<file path="config.mk">
export PLATFORM = sky130hd
export DESIGN_NAME = rcvr_addr_arb
export DESIGN_NICKNAME = d
export VERILOG_FILES = /design/src/rtl/rcvr_addr_arb_pkg.sv /design/src/rtl/rcvr_addr_arb_fifo.sv /design/src/rtl/rcvr_addr_arb.sv
export SDC_FILE = /design/constraint.sdc
export NUM_CORES = 1
export LEC_CHECK = 0
export BUFFER_PORTS_ARGS = -buffer_cell sky130_fd_sc_hd__buf_2
export CELL_PAD_IN_SITES_DETAIL_PLACEMENT = 0
export CELL_PAD_IN_SITES_GLOBAL_PLACEMENT = 1
export CORE_ASPECT_RATIO = 0.8
export CORE_MARGIN = 2
export CORE_UTILIZATION = 39
export CTS_CLUSTER_DIAMETER = 60
export CTS_CLUSTER_SIZE = 14
export DETAILED_ROUTE_END_ITERATION = 10
export GPL_ROUTABILITY_DRIVEN = 0
export PLACE_DENSITY_LB_ADDON = 0.1
export SLEW_MARGIN = 10
export SYNTH_ARGS = -nofsm -noshare
export SYNTH_HDL_FRONTEND = slang
export SYNTH_HIERARCHICAL = 1
export SYNTH_SLANG_ARGS = --single-unit
</file>
<file path="constraint.sdc">
create_clock -name iClk -period 14.55 [get_ports iClk]
set_input_delay 0.7275 -clock iClk [delete_from_list [all_inputs] [get_ports iClk]]
set_output_delay 0.7275 -clock iClk [all_outputs]
set_load 0.01 [all_outputs]
</file>
<file path="src/rtl/rcvr_addr_arb_pkg.sv">
// rtl/rcvr_addr_arb_pkg.sv - shared constants for the freed-address recycle arbiter
package rcvr_addr_arb_pkg;

  localparam int ADDR_LENTH_DEF = 12;
  localparam int NUM_RCVR_SRC   = 5;
  localparam int DROP_SRC_IDX   = 4;
  localparam int SRC_IDX_W      = 3;
  localparam int NULL_ADDR      = 0;

  // Round-robin successor, wrapping past the drop path back to channel 0.
  function automatic logic [SRC_IDX_W-1:0] nextSrc(input logic [SRC_IDX_W-1:0] cur);
    return (cur == SRC_IDX_W'(NUM_RCVR_SRC - 1)) ? '0 : cur + SRC_IDX_W'(1);
  endfunction

endpackage

</file>
<file path="src/rtl/rcvr_addr_arb_fifo.sv">
// rtl/rcvr_addr_arb_fifo.sv - per-source elastic FIFO for freed addresses
module rcvr_addr_fifo #(
  parameter int WIDTH = 12,
  parameter int DEPTH = 4
) (
  input  logic             iClk,
  input  logic             iRst,
  input  logic             iPush,
  input  logic [WIDTH-1:0] iPushData,
  input  logic             iPop,
  output logic [WIDTH-1:0] oPopData,
  output logic             oFull,
  output logic             oEmpty,
  output logic             oEmptyNxt
);

  localparam int PTR_W = $clog2(DEPTH);

  logic [WIDTH-1:0] mem [DEPTH];
  logic [PTR_W-1:0] wrPtr;
  logic [PTR_W-1:0] rdPtr;
  logic [PTR_W:0]   count;
  logic [PTR_W:0]   countNxt;
  logic             pushOk;
  logic             popOk;

  // A full FIFO still takes a push when the same cycle frees a slot.
  assign popOk     = iPop & ~oEmpty;
  assign pushOk    = iPush & (~oFull | popOk);
  assign countNxt  = count + (PTR_W+1)'(pushOk) - (PTR_W+1)'(popOk);
  assign oFull     = (count == (PTR_W+1)'(DEPTH));
  assign oEmpty    = (count == '0);
  assign oEmptyNxt = (countNxt == '0);
  assign oPopData  = mem[rdPtr];

  always_ff @(posedge iClk) begin
    if (iRst) begin
      wrPtr <= '0;
      rdPtr <= '0;
      count <= '0;
    end else begin
      if (pushOk) wrPtr <= wrPtr + PTR_W'(1);
      if (popOk)  rdPtr <= rdPtr + PTR_W'(1);
      count <= countNxt;
    end
  end

  always_ff @(posedge iClk) begin
    if (!iRst && pushOk) mem[wrPtr] <= iPushData;
  end

endmodule

</file>
<file path="src/rtl/rcvr_addr_arb.sv">
// rtl/rcvr_addr_arb.sv - round-robin return of freed block addresses to the AddrCtrl free list
module rcvr_addr_arb
  import rcvr_addr_arb_pkg::*;
#(
  parameter int ADDR_LENTH = ADDR_LENTH_DEF,
  parameter int FIFO_DEPTH = 4,
  parameter int CNT_WIDTH  = 16
) (
  input  logic                    iClk,
  input  logic                    iRst,
  input  logic [ADDR_LENTH-1:0]   iRcvrAddr0,
  input  logic [ADDR_LENTH-1:0]   iRcvrAddr1,
  input  logic [ADDR_LENTH-1:0]   iRcvrAddr2,
  input  logic [ADDR_LENTH-1:0]   iRcvrAddr3,
  input  logic                    iRcvrAddrVld0,
  input  logic                    iRcvrAddrVld1,
  input  logic                    iRcvrAddrVld2,
  input  logic                    iRcvrAddrVld3,
  input  logic [ADDR_LENTH-1:0]   iDropRcvrAddr,
  input  logic                    iDropRcvrAddrVld,
  output logic [ADDR_LENTH-1:0]   oFreeAddr,
  output logic                    oFreeAddrVld,
  input  logic                    iFreeAddrRdy,
  output logic [NUM_RCVR_SRC-1:0] oOvfl,
  input  logic                    iOvflClr,
  output logic [CNT_WIDTH-1:0]    oRcvrCnt,
  output logic                    oIdle
);

  logic [ADDR_LENTH-1:0]   srcAddr  [NUM_RCVR_SRC];
  logic [ADDR_LENTH-1:0]   fifoData [NUM_RCVR_SRC];
  logic [NUM_RCVR_SRC-1:0] srcVld;
  logic [NUM_RCVR_SRC-1:0] pushReq;
  logic [NUM_RCVR_SRC-1:0] popReq;
  logic [NUM_RCVR_SRC-1:0] fifoFull;
  logic [NUM_RCVR_SRC-1:0] fifoEmpty;
  logic [NUM_RCVR_SRC-1:0] fifoEmptyNxt;
  logic [NUM_RCVR_SRC-1:0] ovflEvt;

  logic [SRC_IDX_W-1:0] rrPtr;
  logic [SRC_IDX_W-1:0] grantIdx;
  logic [SRC_IDX_W-1:0] cand;
  logic [SRC_IDX_W:0]   candSum;
  logic                 grantVld;
  logic                 load;
  logic                 xfer;
  logic                 freeVldNxt;

  assign srcAddr[0]            = iRcvrAddr0;
  assign srcAddr[1]            = iRcvrAddr1;
  assign srcAddr[2]            = iRcvrAddr2;
  assign srcAddr[3]            = iRcvrAddr3;
  assign srcAddr[DROP_SRC_IDX] = iDropRcvrAddr;
  assign srcVld = {iDropRcvrAddrVld, iRcvrAddrVld3, iRcvrAddrVld2, iRcvrAddrVld1, iRcvrAddrVld0};

  for (genvar s = 0; s < NUM_RCVR_SRC; s++) begin : gSrc
    // The null pointer is never a real block, so it is dropped before it can occupy a slot.
    assign pushReq[s] = srcVld[s] & (srcAddr[s] != ADDR_LENTH'(NULL_ADDR));
    assign popReq[s]  = load & (grantIdx == SRC_IDX_W'(s));
    assign ovflEvt[s] = pushReq[s] & fifoFull[s] & ~popReq[s];

    rcvr_addr_fifo #(
      .WIDTH (ADDR_LENTH),
      .DEPTH (FIFO_DEPTH)
    ) uFifo (
      .iClk      (iClk),
      .iRst      (iRst),
      .iPush     (pushReq[s]),
      .iPushData (srcAddr[s]),
      .iPop      (popReq[s]),
      .oPopData  (fifoData[s]),
      .oFull     (fifoFull[s]),
      .oEmpty    (fifoEmpty[s]),
      .oEmptyNxt (fifoEmptyNxt[s])
    );
  end

  // First non-empty FIFO at or after rrPtr, wrapping modulo the source count.
  always_comb begin
    grantVld = 1'b0;
    grantIdx = '0;
    candSum  = '0;
    cand     = '0;
    for (int k = 0; k < NUM_RCVR_SRC; k++) begin
      candSum = {1'b0, rrPtr} + (SRC_IDX_W+1)'(k);
      if (candSum >= (SRC_IDX_W+1)'(NUM_RCVR_SRC)) candSum = candSum - (SRC_IDX_W+1)'(NUM_RCVR_SRC);
      cand = candSum[SRC_IDX_W-1:0];
      if (!grantVld && !fifoEmpty[cand]) begin
        grantVld = 1'b1;
        grantIdx = cand;
      end
    end
  end

  assign xfer       = oFreeAddrVld & iFreeAddrRdy;
  assign load       = (~oFreeAddrVld | iFreeAddrRdy) & grantVld;
  assign freeVldNxt = load | (oFreeAddrVld & ~iFreeAddrRdy);

  always_ff @(posedge iClk) begin
    if (iRst) begin
      oFreeAddr    <= '0;
      oFreeAddrVld <= 1'b0;
      rrPtr        <= '0;
      oRcvrCnt     <= '0;
      oOvfl        <= '0;
      oIdle        <= 1'b1;
    end else begin
      if (load) begin
        oFreeAddr <= fifoData[grantIdx];
        rrPtr     <= nextSrc(grantIdx);
      end
      oFreeAddrVld <= freeVldNxt;
      if (xfer) oRcvrCnt <= oRcvrCnt + CNT_WIDTH'(1);
      // A fresh overflow wins over a coincident clear on the same bit.
      oOvfl <= ovflEvt | (oOvfl & ~{NUM_RCVR_SRC{iOvflClr}});
      oIdle <= (&fifoEmptyNxt) & ~freeVldNxt;
    end
  end

endmodule

</file>
Yosys cells after proc, flatten, opt, wreduce, memory -nomap -nowiden
Memories as Yosys holds them, arrays and structs flattened. A register that Yosys moved wholly into a read port is not among the register bits.
Index checks and enable logic that the tools add are counted.
Widths: inputs -> output; s select.
{ "classes": {"addsub": 31, "order_cmp": 11, "eq_ne": 9, "muxes": 49, "n_bitwise": 63, "reduce_logical": 34} }
{ "op_table": {"columns": ["op", "n"], "rows": [
  ["$reduce_bool 12->1", 5],
  ["$bmux 12 s3", 1],
  ["$and 1x1->1", 34],
  ["$logic_not 3->1", 11],
  ["$mux 3", 11],
  ["$mux 12", 2],
  ["$add 2x1->2 const B", 10],
  ["$lt 3x4->1 const B", 5],
  ["$mux 1", 20],
  ["$mux 2", 10],
  ["$eq 3x3->1 const B", 6],
  ["$not 1->1", 18],
  ["$add 16x1->16 const B", 1],
  ["$ge 4x3->1 const B", 4],
  ["$add 3x1->3", 5],
  ["$bmux 1 s3", 5],
  ["$sub 3x1->3", 5],
  ["$sub 3x3->3 const B", 5],
  ["$logic_and 1x1->1", 9],
  ["$add 3x2->4 const B", 2],
  ["$logic_not 1->1", 8],
  ["$or 1x1->1", 7],
  ["$eq 3x2->1 const B", 2],
  ["$and 5x5->5", 1],
  ["10 further kinds", 10]
]} }
{ "word_totals": {"register_bits": 73, "ram_bits": 240, "input_bits": 69, "out_inout_bits": 35, "word_cells": 223, "n_memories": 5} }
{ "memory_table": {"columns": ["memory", "words", "width", "read_ports", "rd_clocked_by_memory_dff", "write_ports", "line_no", "source"], "rows": [
  ["gSrc[0].uFifo.mem", 4, 12, 1, 1, 1, "rcvr_addr_arb_fifo.sv:19", "logic [WIDTH-1:0] mem [DEPTH];"],
  ["gSrc[1].uFifo.mem", 4, 12, 1, 1, 1, "rcvr_addr_arb_fifo.sv:19", null],
  ["gSrc[2].uFifo.mem", 4, 12, 1, 1, 1, "rcvr_addr_arb_fifo.sv:19", null],
  ["gSrc[3].uFifo.mem", 4, 12, 1, 1, 1, "rcvr_addr_arb_fifo.sv:19", null],
  ["gSrc[4].uFifo.mem", 4, 12, 1, 1, 1, "rcvr_addr_arb_fifo.sv:19", null]
]} }

Longest topological paths before layout
Gate-level depths: netlist of run 1.
{ "depth": {"word_depth": 27, "mapped_depth": 31, "ltp_nobuf": 26} }

Modules after synthesis
Netlist of run 1, hierarchy kept.
{ "modules_own_cells": {"columns": ["mod", "n_inst", "cells_each", "area_each_um2", "seq_area_each_um2"], "rows": [
  ["rcvr_addr_fifo at gSrc[1].uFifo ...", 4, 111, 2202.1, 1621.6],
  ["rcvr_addr_arb", 1, 479, 3723.6, 760.7],
  ["rcvr_addr_fifo at gSrc[0].uFifo", 1, 111, 2205.9, 1621.6]
]} }

Least setup slack after synthesis of run 1
Ideal clock, no wire load.
{ "synth_path": {"path_type": "register -> register", "startpoint": "register rrPtr[0]", "endpoint": "register oIdle", "setup_time_ns": 0.117, "arrival_time_ns": 5.581, "required_ns": 14.433, "path_slack_ns": 8.851, "stages_incl_launch_ff": 31, "path_buffers": 4, "synth_period_minus_slack_ns": 5.699, "cell_sequence": "dfxtp_1 > buf_6 > inv_2 > buf_2 > ha_1 > inv_1 > fa_1 > o21ba_2 > or2_2 > a311oi_1 > a21oi_1 > a2111oi_2 > or3_1 > clkbuf_1 > nand3_1 > buf_2 > nor2_1 > ha_1 > and2_1 > o31ai_1 > nor2_1 > a21o_2 > ha_1 > inv_1 > fa_1 > xnor2_1 > xnor2_1 > nor3b_1 > and3_1 > a31oi_1 > nor2_1"} }
{ "synth_via": {"elab_chain_cells": 27, "elab_cells_between_ends": 95, "cone_classes": "19 x add/sub; 5 x order compare; 4 x eq/ne; 25 x mux; 24 x bitwise; 18 x reduce/logical"} }
{ "synth_lines": {"columns": ["element", "line_no", "source"], "rows": [
  ["from (decl)", "rcvr_addr_arb.sv:40", "logic [SRC_IDX_W-1:0] rrPtr;"],
  ["from (signal assigned)", "rcvr_addr_arb.sv:110", "rrPtr <= nextSrc(grantIdx);"],
  ["$add 3x1->4", "rcvr_addr_arb.sv:85", "candSum = {1'b0, rrPtr} + (SRC_IDX_W+1)'(k);"],
  ["$ge 4x3->1 / $sub 3x3->3 (equally long branches)", "rcvr_addr_arb.sv:86", "if (candSum >= (SRC_IDX_W+1)'(NUM_RCVR_SRC)) candSum = candSum - (SRC_IDX_W+1)'(NUM_RCVR_SRC);"],
  ["$mux 3", "rcvr_addr_arb.sv:86", null],
  ["$bmux 1 s3", "rcvr_addr_arb.sv:88", "if (!grantVld && !fifoEmpty[cand]) begin"],
  ["$mux 1 (implied by the code)", "rcvr_addr_arb.sv:88", null],
  ["$logic_not 1->1", "rcvr_addr_arb.sv:88", null],
  ["$logic_and 1x1->1", "rcvr_addr_arb.sv:88", null],
  ["$mux 1", "rcvr_addr_arb.sv:88", null],
  ["[11 not listed]", null, null],
  ["named net popReq[3]", "rcvr_addr_arb.sv:34", "logic [NUM_RCVR_SRC-1:0] popReq;"],
  ["[1 not listed]", null, null],
  ["$or 1x1->1", "rcvr_addr_arb_fifo.sv:29", "assign pushOk = iPush & (~oFull | popOk);"],
  ["$and 1x1->1", "rcvr_addr_arb_fifo.sv:29", null],
  ["$add 3x1->3", "rcvr_addr_arb_fifo.sv:30", "assign countNxt = count + (PTR_W+1)'(pushOk) - (PTR_W+1)'(popOk);"],
  ["$sub 3x1->3 *", "rcvr_addr_arb_fifo.sv:30", null],
  ["$logic_not 3->1 *", "rcvr_addr_arb_fifo.sv:33", "assign oEmptyNxt = (countNxt == '0);"],
  ["named net fifoEmptyNxt[3]", "rcvr_addr_arb.sv:37", "logic [NUM_RCVR_SRC-1:0] fifoEmptyNxt;"],
  ["$reduce_and 5->1 *", "rcvr_addr_arb.sv:116", "oIdle <= (&fifoEmptyNxt) & ~freeVldNxt;"],
  ["$and 1x1->1 *", "rcvr_addr_arb.sv:116", null],
  ["to (signal assigned)", "rcvr_addr_arb.sv:116", null],
  ["to (decl)", "rcvr_addr_arb.sv:27", "output logic oIdle"]
]} }
Mark *: on every way through the listed nets, which the timed path passes. The rest lies on a longest branch. The select of a mux whose other input is x is not followed.
A chain may end at the register's enable or synchronous reset.

Worst setup path after layout of run 1
Same ends and word-level chain as after synthesis.

==> Flow_metrics.wiki, run 1 <==
{| class="wikitable"
! Metric !! Value
|-
| Leakage power summed over all cells || 5.76 nW
|-
| Worst setup path class || flop to flop
|-
| Synth Area in Compound Gates || 0.0861
|-
| Number of gates resized after cts || 0
|-
| Initial antenna violation count || 0
|-
| Routed vias || 9112
|-
| IO Count || 104
|-
| Max VDD drop || 0.206 mV
|-
| Maximum number of pins on one net before global-route repair || 50
|-
| Setup repair after global routing missed its margin || no
|-
| Dominant cell by count in the synthesized netlist || edfxtp_1
|-
| Tcrit/Tclk final || 0.513
|-
| Synth Area in XOR/XNOR || 0.0232
|-
| Maximum clock skew at final layout || 0.0291 ns
|-
| Fraction of layout cells with a size suffix above 1 || 0.238
|-
| CTS clk-pin slew, worst paths || 0.07 ns
|-
| Via density per instance || 5.57
|-
| TritonCTS clock tree || built
|-
| Arithmetic-cell share of the synthesized area counting full adders, half adders and majority gates || 0.0379
|-
| Final worst hold slack || 0.372 ns
|-
| Setup tns final || 0 ns
|-
| CTS Root Buffer Type || clkbuf_16
|-
| Startpoint kind of the worst setup timing path || flop
|-
| Arr. time, crit path || 7.91 ns
|-
| Sequential element share of the synthesized area || 0.602
|-
| Net count, final || 1236
|-
| Min Clock Period, post-route || 7.46 ns
|-
| Width of the die || 221 um
|-
| Count of buffers from port buffering || 103
|-
| Number of flops mapped to enable cells by yosys || 240
|-
| Setup violators final || 0
|-
| Overflow left after global routing || 0
|-
| Pwr per Cell Area || 221 mW/mm2
|-
| Deepest clock path buffer count || 3
|-
| Number of buffers inserted during clock tree synthesis || 30
|-
| Top cells by area in the synthesized netlist || edfxtp_1, dfxtp_1, mux4_2
|-
| Dominant combinational cell family by area after synthesis || simple AND/OR/NAND/NOR gates
|-
| Mean instance size in the synthesized netlist || 14.3 um2
|-
| Primary flip-flop cell chosen by synthesis mapping || edfxtp_1
|-
| Global-route wire length before repair || 55400 um
|-
| Number of DRC violations after detailed routing || 0
|-
| Number of hold violations in the final report || 0
|-
| Antenna Violating Nets Remaining || 0
|-
| Netlist cell types || 75
|-
| Flip-flop and latch count after synthesis || 323
|-
| Maximum fanout along the worst path || 29
|-
| Clock Sink Count || 323
|-
| Routed wire length || 36500 um
|-
| Cell with the biggest individual delay on the critical path || or3_1
|-
| Run status || completed
|-
| Number of inserted diodes || 0
|-
| Peak per-stage delay on the critical path || 0.83 ns
|-
| GRT Util Overall || 0.185
|-
| Area of the die || 0.0394 mm2
|-
| Synth warnings || 6
|-
| Average detailed-routed wire length per instance || 22.3 um
|-
| Number of cells in the finished layout apart from fillers || 1637
|-
| Post-synthesis instance area || 0.0147 mm2
|-
| Net count after synthesis || 1144
|-
| Placed instance area || 0.0158 mm2
|-
| Number of instances in the placed design || 1581
|-
| First-pass iteration count of the detailed router || 5
|-
| Area of all placed cells without fillers || 0.0168 mm2
|-
| Leading area contributor after synthesis || edfxtp_1
|-
| Transition at the pin with the smallest max-transition slack || 1.20 ns
|-
| Detail Placement HPWL || 25400 um
|-
| Instance count along the most critical hold path || 1
|-
| Proportion of synthesized area in mux cells || 0.109
|-
| Class of the tightest hold or removal check || input port to flop
|-
| Height of the chip || 178 um
|-
| Max-cap check violation count || 0
|-
| Worst Reg-to-Reg Cells || 27
|-
| Row count || 63
|-
| Worst-case headroom to the max-slew limit || 0.199
|-
| Floorplan core area || 0.0371 mm2
|-
| Fraction of registers with async set/reset || 0
|-
| Required time of the critical path || 15.00 ns
|-
| Area share of the leading cell type in the synthesized netlist || 0.489
|-
| Number of pins with negative max-slew slack in the final report || 0
|-
| Worst Setup End Kind || flop
|-
| # Post-CTS Setup Buffers || 0
|-
| Clk Latency, worst-skew pair || 0.59 ns
|-
| Max Fclk || 0.134 GHz
|-
| CTS Hold Buffers Added || 0
|-
| Area Growth Syn to Fin || 13.8%
|-
| Starting density of the core || 0.397
|-
| Number of standard cells after synthesis || 1034
|-
| Post-Synth Simple-Gate Area || 0.113
|-
| Initial DRC count || 938
|-
| Via count of the first global-routing pass || 8713
|-
| Most frequent cells after synthesis || edfxtp_1, dfxtp_1, nor2_1, mux4_2, nand4_1
|-
| Depth of the CTS H-tree || 1
|}
per-stage QoR:
stage                util  setup WS, ns  total power [mW]
finish              0.452          7.09              3.71
global route        0.452          6.41              3.94
CTS                 0.452          7.12              3.72
detailed placement  0.425          7.19              2.92
global placement    0.425          7.23              2.94
floorplan               -          8.85              2.47
per-layer routing:
layer,vias to the layer above,GRT usage,wire length (um)
met5,-,0,0
met4,0,0.0394,680
met3,39,0.0267,1680
met2,224,0.275,15900
met1,4582,0.286,18200
li1,4267,-,-
where the power goes:
| group | leakage [nW] | switching, mW | total, mW | internal, mW |
|---|---|---|---|---|
| registers | 2.86 | 0.0854 | 1.18 | 1.09 |
| clock network | 0.468 | 0.352 | 0.785 | 0.433 |
| logic | 2.43 | 1.11 | 1.74 | 0.637 |
cells by family (layout without fill, tap and decap cells):
logic type               Yosys count  after routing
multiplexers                      82             82
XOR/XNOR                          39             39
AO/OA/AOI/OAI                    158            158
buffers and inverters             95            211
adder cells (fa/ha/maj)           41             41
flip-flops                       323            323
AND/OR/NAND/NOR                  296            296
cell type report:
class	instances	area, um2
clock buffer	49	873
clock inverter	7	100
fill	3331	20400
inverter	36	135
multi-input combinational	616	5550
sequential	323	8870
tap	487	609
timing repair buffer	119	638
placed cells by master, fill, tap and decap left out, types with 10 or more instances in the layout:
| cell | netlist | layout |
|---|---|---|
| edfxtp_1 | 240 | 240 |
| buf_2 | 21 | 102 |
| dfxtp_1 | 83 | 83 |
| nor2_1 | 68 | 68 |
| mux4_2 | 60 | 60 |
| nand4_1 | 50 | 50 |
| inv_1 | 35 | 35 |
| nand2_1 | 35 | 35 |
| ha_1 | 35 | 35 |
| clkbuf_16 | 0 | 31 |
| o31ai_1 | 29 | 29 |
| a2111o_1 | 24 | 24 |
| xor2_1 | 23 | 23 |
| nor2b_1 | 19 | 19 |
| nand2b_1 | 17 | 17 |
| buf_4 | 1 | 17 |
| nor4_1 | 17 | 16 |
| xnor2_1 | 16 | 16 |
| nor3b_2 | 0 | 16 |
| clkbuf_1 | 30 | 15 |
| a21oi_1 | 14 | 14 |
| mux2i_1 | 12 | 12 |
| nor3_1 | 11 | 11 |
| o21ai_0 | 11 | 11 |
| nand3_1 | 10 | 10 |
state kept, by name (all words and copies together) (netlist names), named ones only:
signal            count
gSrc.uFifo/rdPtr     10
oIdle                 1
oRcvrCnt             16
oFreeAddr            12
oFreeAddrVld          1
gSrc.uFifo/wrPtr     10
gSrc.uFifo/count     15
oOvfl                 5
gSrc.uFifo/mem      240
rrPtr                 3
final timing paths:
kind | from | to | slack (ns)
setup / recovery | rrPtr[0]$_SDFFE_PP0P_ | oIdle$_SDFF_PP1_ | 7.09
hold reg to reg | oOvfl[1]$_SDFF_PP0_ | oOvfl[1]$_SDFF_PP0_ | 0.46
hold / removal | iRcvrAddr2[6] | gSrc[2].uFifo/mem[2][6]$_DFFE_PP_ | 0.37
setup reg to reg | rrPtr[0]$_SDFFE_PP0P_ | oIdle$_SDFF_PP1_ | 7.09
worst max-delay path: cells and delay by family, from the launching register on:
family / cells / cell delay (ns)
flops: 1 / 0.29
compound gates: 7 / 1.99
buf+inv: 4 / 0.62
fa+ha+maj: 5 / 1.37
simple gates: 9 / 2.70
xor+xnor: 2 / 0.34
No activity file was read; power rests on OpenSTA's default activity.
==> inputs of run 2 (changes only) <==
Clock period 14.55 ns to 6.9 ns, I/O delays scaled along.
==> run 2 against run 1 <==
Register-to-register slack worse by 6.4 ns. Combinational power up 120%. Core utilization up 1.4 points. First-iteration DRC count down 23%. Critical path depth down 2. Clock power up 110%. Total power up 110%. Flip-flop and latch count unchanged. Largest power group unchanged.
==> Flow_metrics.wiki, run 2 (synthesis results as in run 1) <==
{| class="wikitable"
! Metric !! Value
|-
| Setup repair after global routing missed its margin || no
|-
| Arr. time, crit path || 6.72 ns (-1.19 ns)
|-
| Average detailed-routed wire length per instance || 21.4 um (-4.0%)
|-
| Max-cap check violation count || 0 (unchanged)
|-
| Antenna Violating Nets Remaining || 0 (unchanged)
|-
| Maximum number of pins on one net before global-route repair || 75 (+50%)
|-
| Max VDD drop || 0.374 mV (+82%)
|-
| Run status || completed
|-
| Required time of the critical path || 7.40 ns (-7.60 ns)
|-
| Count of buffers from port buffering || 103 (unchanged)
|-
| Number of inserted diodes || 0 (unchanged)
|-
| TritonCTS clock tree || built
|-
| Setup violators final || 0 (unchanged)
|-
| Pwr per Cell Area || 457 mW/mm2 (+110%)
|-
| Depth of the CTS H-tree || 1 (unchanged)
|-
| Multi-input gate area || 0.00557 mm2 (+0.38%)
|-
| Min Clock Period, post-route || 6.22 ns (-1.24 ns)
|-
| Via count of the first global-routing pass || 9154 (+5.1%)
|-
| Row count || 63 (unchanged)
|-
| Max Fclk || 0.161 GHz (+20%)
|-
| Height of the chip || 178 um (unchanged)
|-
| Final core area utilization || 0.466 (+0.0140)
|-
| Tcrit/Tclk final || 0.902 (+0.389)
|-
| Number of DRC violations after detailed routing || 0 (unchanged)
|-
| Number of instances in the placed design || 1592 (+0.70%)
|-
| Floorplan core area || 0.0371 mm2 (unchanged)
|-
| Most frequent cells in the layout || edfxtp_1, buf_2, dfxtp_1
|-
| Flip-flop count of the largest register, all copies and words added || 240 (unchanged)
|-
| Number of inserted filler cells in the final layout || 3315 (-0.48%)
|-
| Routed wire length || 36200 um (-0.75%)
|-
| Final worst hold slack || 0.0287 ns (-0.343 ns)
|-
| Setup tns final || 0 ns (unchanged)
|-
| Area of all placed cells without fillers || 0.0173 mm2 (+3.1%)
|-
| Fraction of layout cells with a size suffix above 1 || 0.240 (+0.00220)
|-
| Most common library cell in the layout ignoring fill and taps || edfxtp_1
|-
| Leakage power summed over all cells || 5.99 nW (+4.0%)
|-
| Top flop regs || gSrc.uFifo/mem (240), oRcvrCnt (16), gSrc.uFifo/count (15)
|-
| Sequential cell area in the final layout || 0.00887 mm2 (about the same)
|-
| Routed vias || 9220 (+1.2%)
|-
| Placed instance area || 0.0159 mm2 (+0.52%)
|-
| Maximum fanout along the worst path || 17 (-41%)
|-
| Smallest setup slack after layout || 0.679 ns (-6.41 ns)
|-
| Startpoint kind of the worst setup timing path || flop
|-
| Overflow left after global routing || 0 (unchanged)
|-
| IO Count || 104 (unchanged)
|-
| Number of buffers inserted during clock tree synthesis || 31 (+3.3%)
|-
| Number of hold violations in the final report || 0 (unchanged)
|-
| Most flop-heavy register || gSrc.uFifo/mem
|-
| Area of the die || 0.0394 mm2 (unchanged)
|-
| CTS clk-pin slew, worst paths || 0.06 ns (about the same)
|-
| Via density per instance || 5.45 (-2.2%)
|-
| Maximum clock skew at final layout || 0.0209 ns (-0.00817 ns)
|-
| Detail Placement HPWL || 25300 um (-0.40%)
|-
| Net count, final || 1291 (+4.4%)
|-
| Place WS || 0.548 ns (-6.64 ns)
|-
| Clock Sink Count || 323 (unchanged)
|-
| CTS Root Buffer Type || clkbuf_16
|-
| Deepest clock path buffer count || 3 (unchanged)
|-
| GRT Util Overall || 0.184 (-0.000531)
|-
| Initial DRC count || 723 (-23%)
|-
| Post-layout power || 7.90 mW (+110%)
|-
| Width of the die || 221 um (unchanged)
|-
| First-pass iteration count of the detailed router || 5 (unchanged)
|-
| Number of cells in the finished layout apart from fillers || 1693 (+3.4%)
|-
| Transition at the pin with the smallest max-transition slack || 1.12 ns (-0.0764 ns)
|-
| Worst Setup End Kind || flop
|-
| Initial antenna violation count || 0 (unchanged)
|-
| Worst setup path class || flop to flop
|-
| Clk Latency, worst-skew pair || 0.57 ns (-0.02 ns)
|-
| Worst-case headroom to the max-slew limit || 0.250 (+0.0511)
|-
| Number of pins with negative max-slew slack in the final report || 0 (unchanged)
|-
| Class of the tightest hold or removal check || input port to flop
|-
| Area Growth Syn to Fin || 17.3%
|-
| Global-route wire length before repair || 55700 um (+0.57%)
|-
| Starting density of the core || 0.397 (unchanged)
|}
run 2: critical path: stages (launching register included):
cell and delay, ns:
dfxtp_1 0.32, inv_2 0.24, ha_1 0.22, inv_1 0.05, fa_1 0.48, or3_1 0.40
and2_1 0.19, a221oi_1 0.58, o211ai_1 0.19, a221oi_1 0.52, o21ai_2 0.32, nor2_1 0.19
ha_1 0.15, and2_1 0.22, o31ai_1 0.15, nor2_1 0.20, a21o_2 0.12, ha_1 0.13
inv_1 0.05, fa_1 0.37, xnor2_1 0.14, xnor2_1 0.15, nor3b_1 0.33, and3_1 0.22
a31oi_1 0.08, nor2_1 0.11
run 2: routing by layer:
layer	GRT usage	routed length [um]	up-vias
li1	-	-	4376
met1	0.277	17900	4583
met4	0.0419	690	0
met3	0.0258	1550	47
met2	0.283	16100	214
met5	0	0	-
run 2: what timing repair did:
item                                   CTS  global route
hold buffers                            43             0
endpoints found under the hold margin  169             0
setup buffers                            0             0
setup endpoints to repair                0             1
resized for setup                        0             4
run 2: layout make-up:
type,count,share of cell area
Tap cell,487,0.0352
Clock inverter,9,0.00535
Inverter,36,0.00782
Clock buffer,49,0.0501
Timing Repair Buffer,173,0.0666
Sequential cell,323,0.513
Multi-Input combinational cell,616,0.322
run 2: final timing paths:
| kind | to | start | slack [ns] | cells after the start |
|---|---|---|---|---|
| worst max-delay path | oIdle$_SDFF_PP1_ | rrPtr[0]$_SDFFE_PP0P_ | 0.68 | 25 |
| worst min-delay path | gSrc[1].uFifo/mem[1][0]$_DFFE_PP_ | iRcvrAddr1[0] | 0.03 | 1 |
| worst max register to register | oIdle$_SDFF_PP1_ | rrPtr[0]$_SDFFE_PP0P_ | 0.68 | 25 |
| worst min register to register | oFreeAddr[2]$_SDFFE_PP0P_ | oFreeAddr[2]$_SDFFE_PP0P_ | 0.46 | 2 |
run 2: report_power, final:
group          leakage (nW)  internal, mW  switching, mW  total [mW]
Combinational          2.67          1.44           2.36        3.81
Clock                 0.460         0.877          0.739        1.62
Sequential             2.86          2.30          0.180        2.48
Total                  5.99          4.62           3.28        7.90
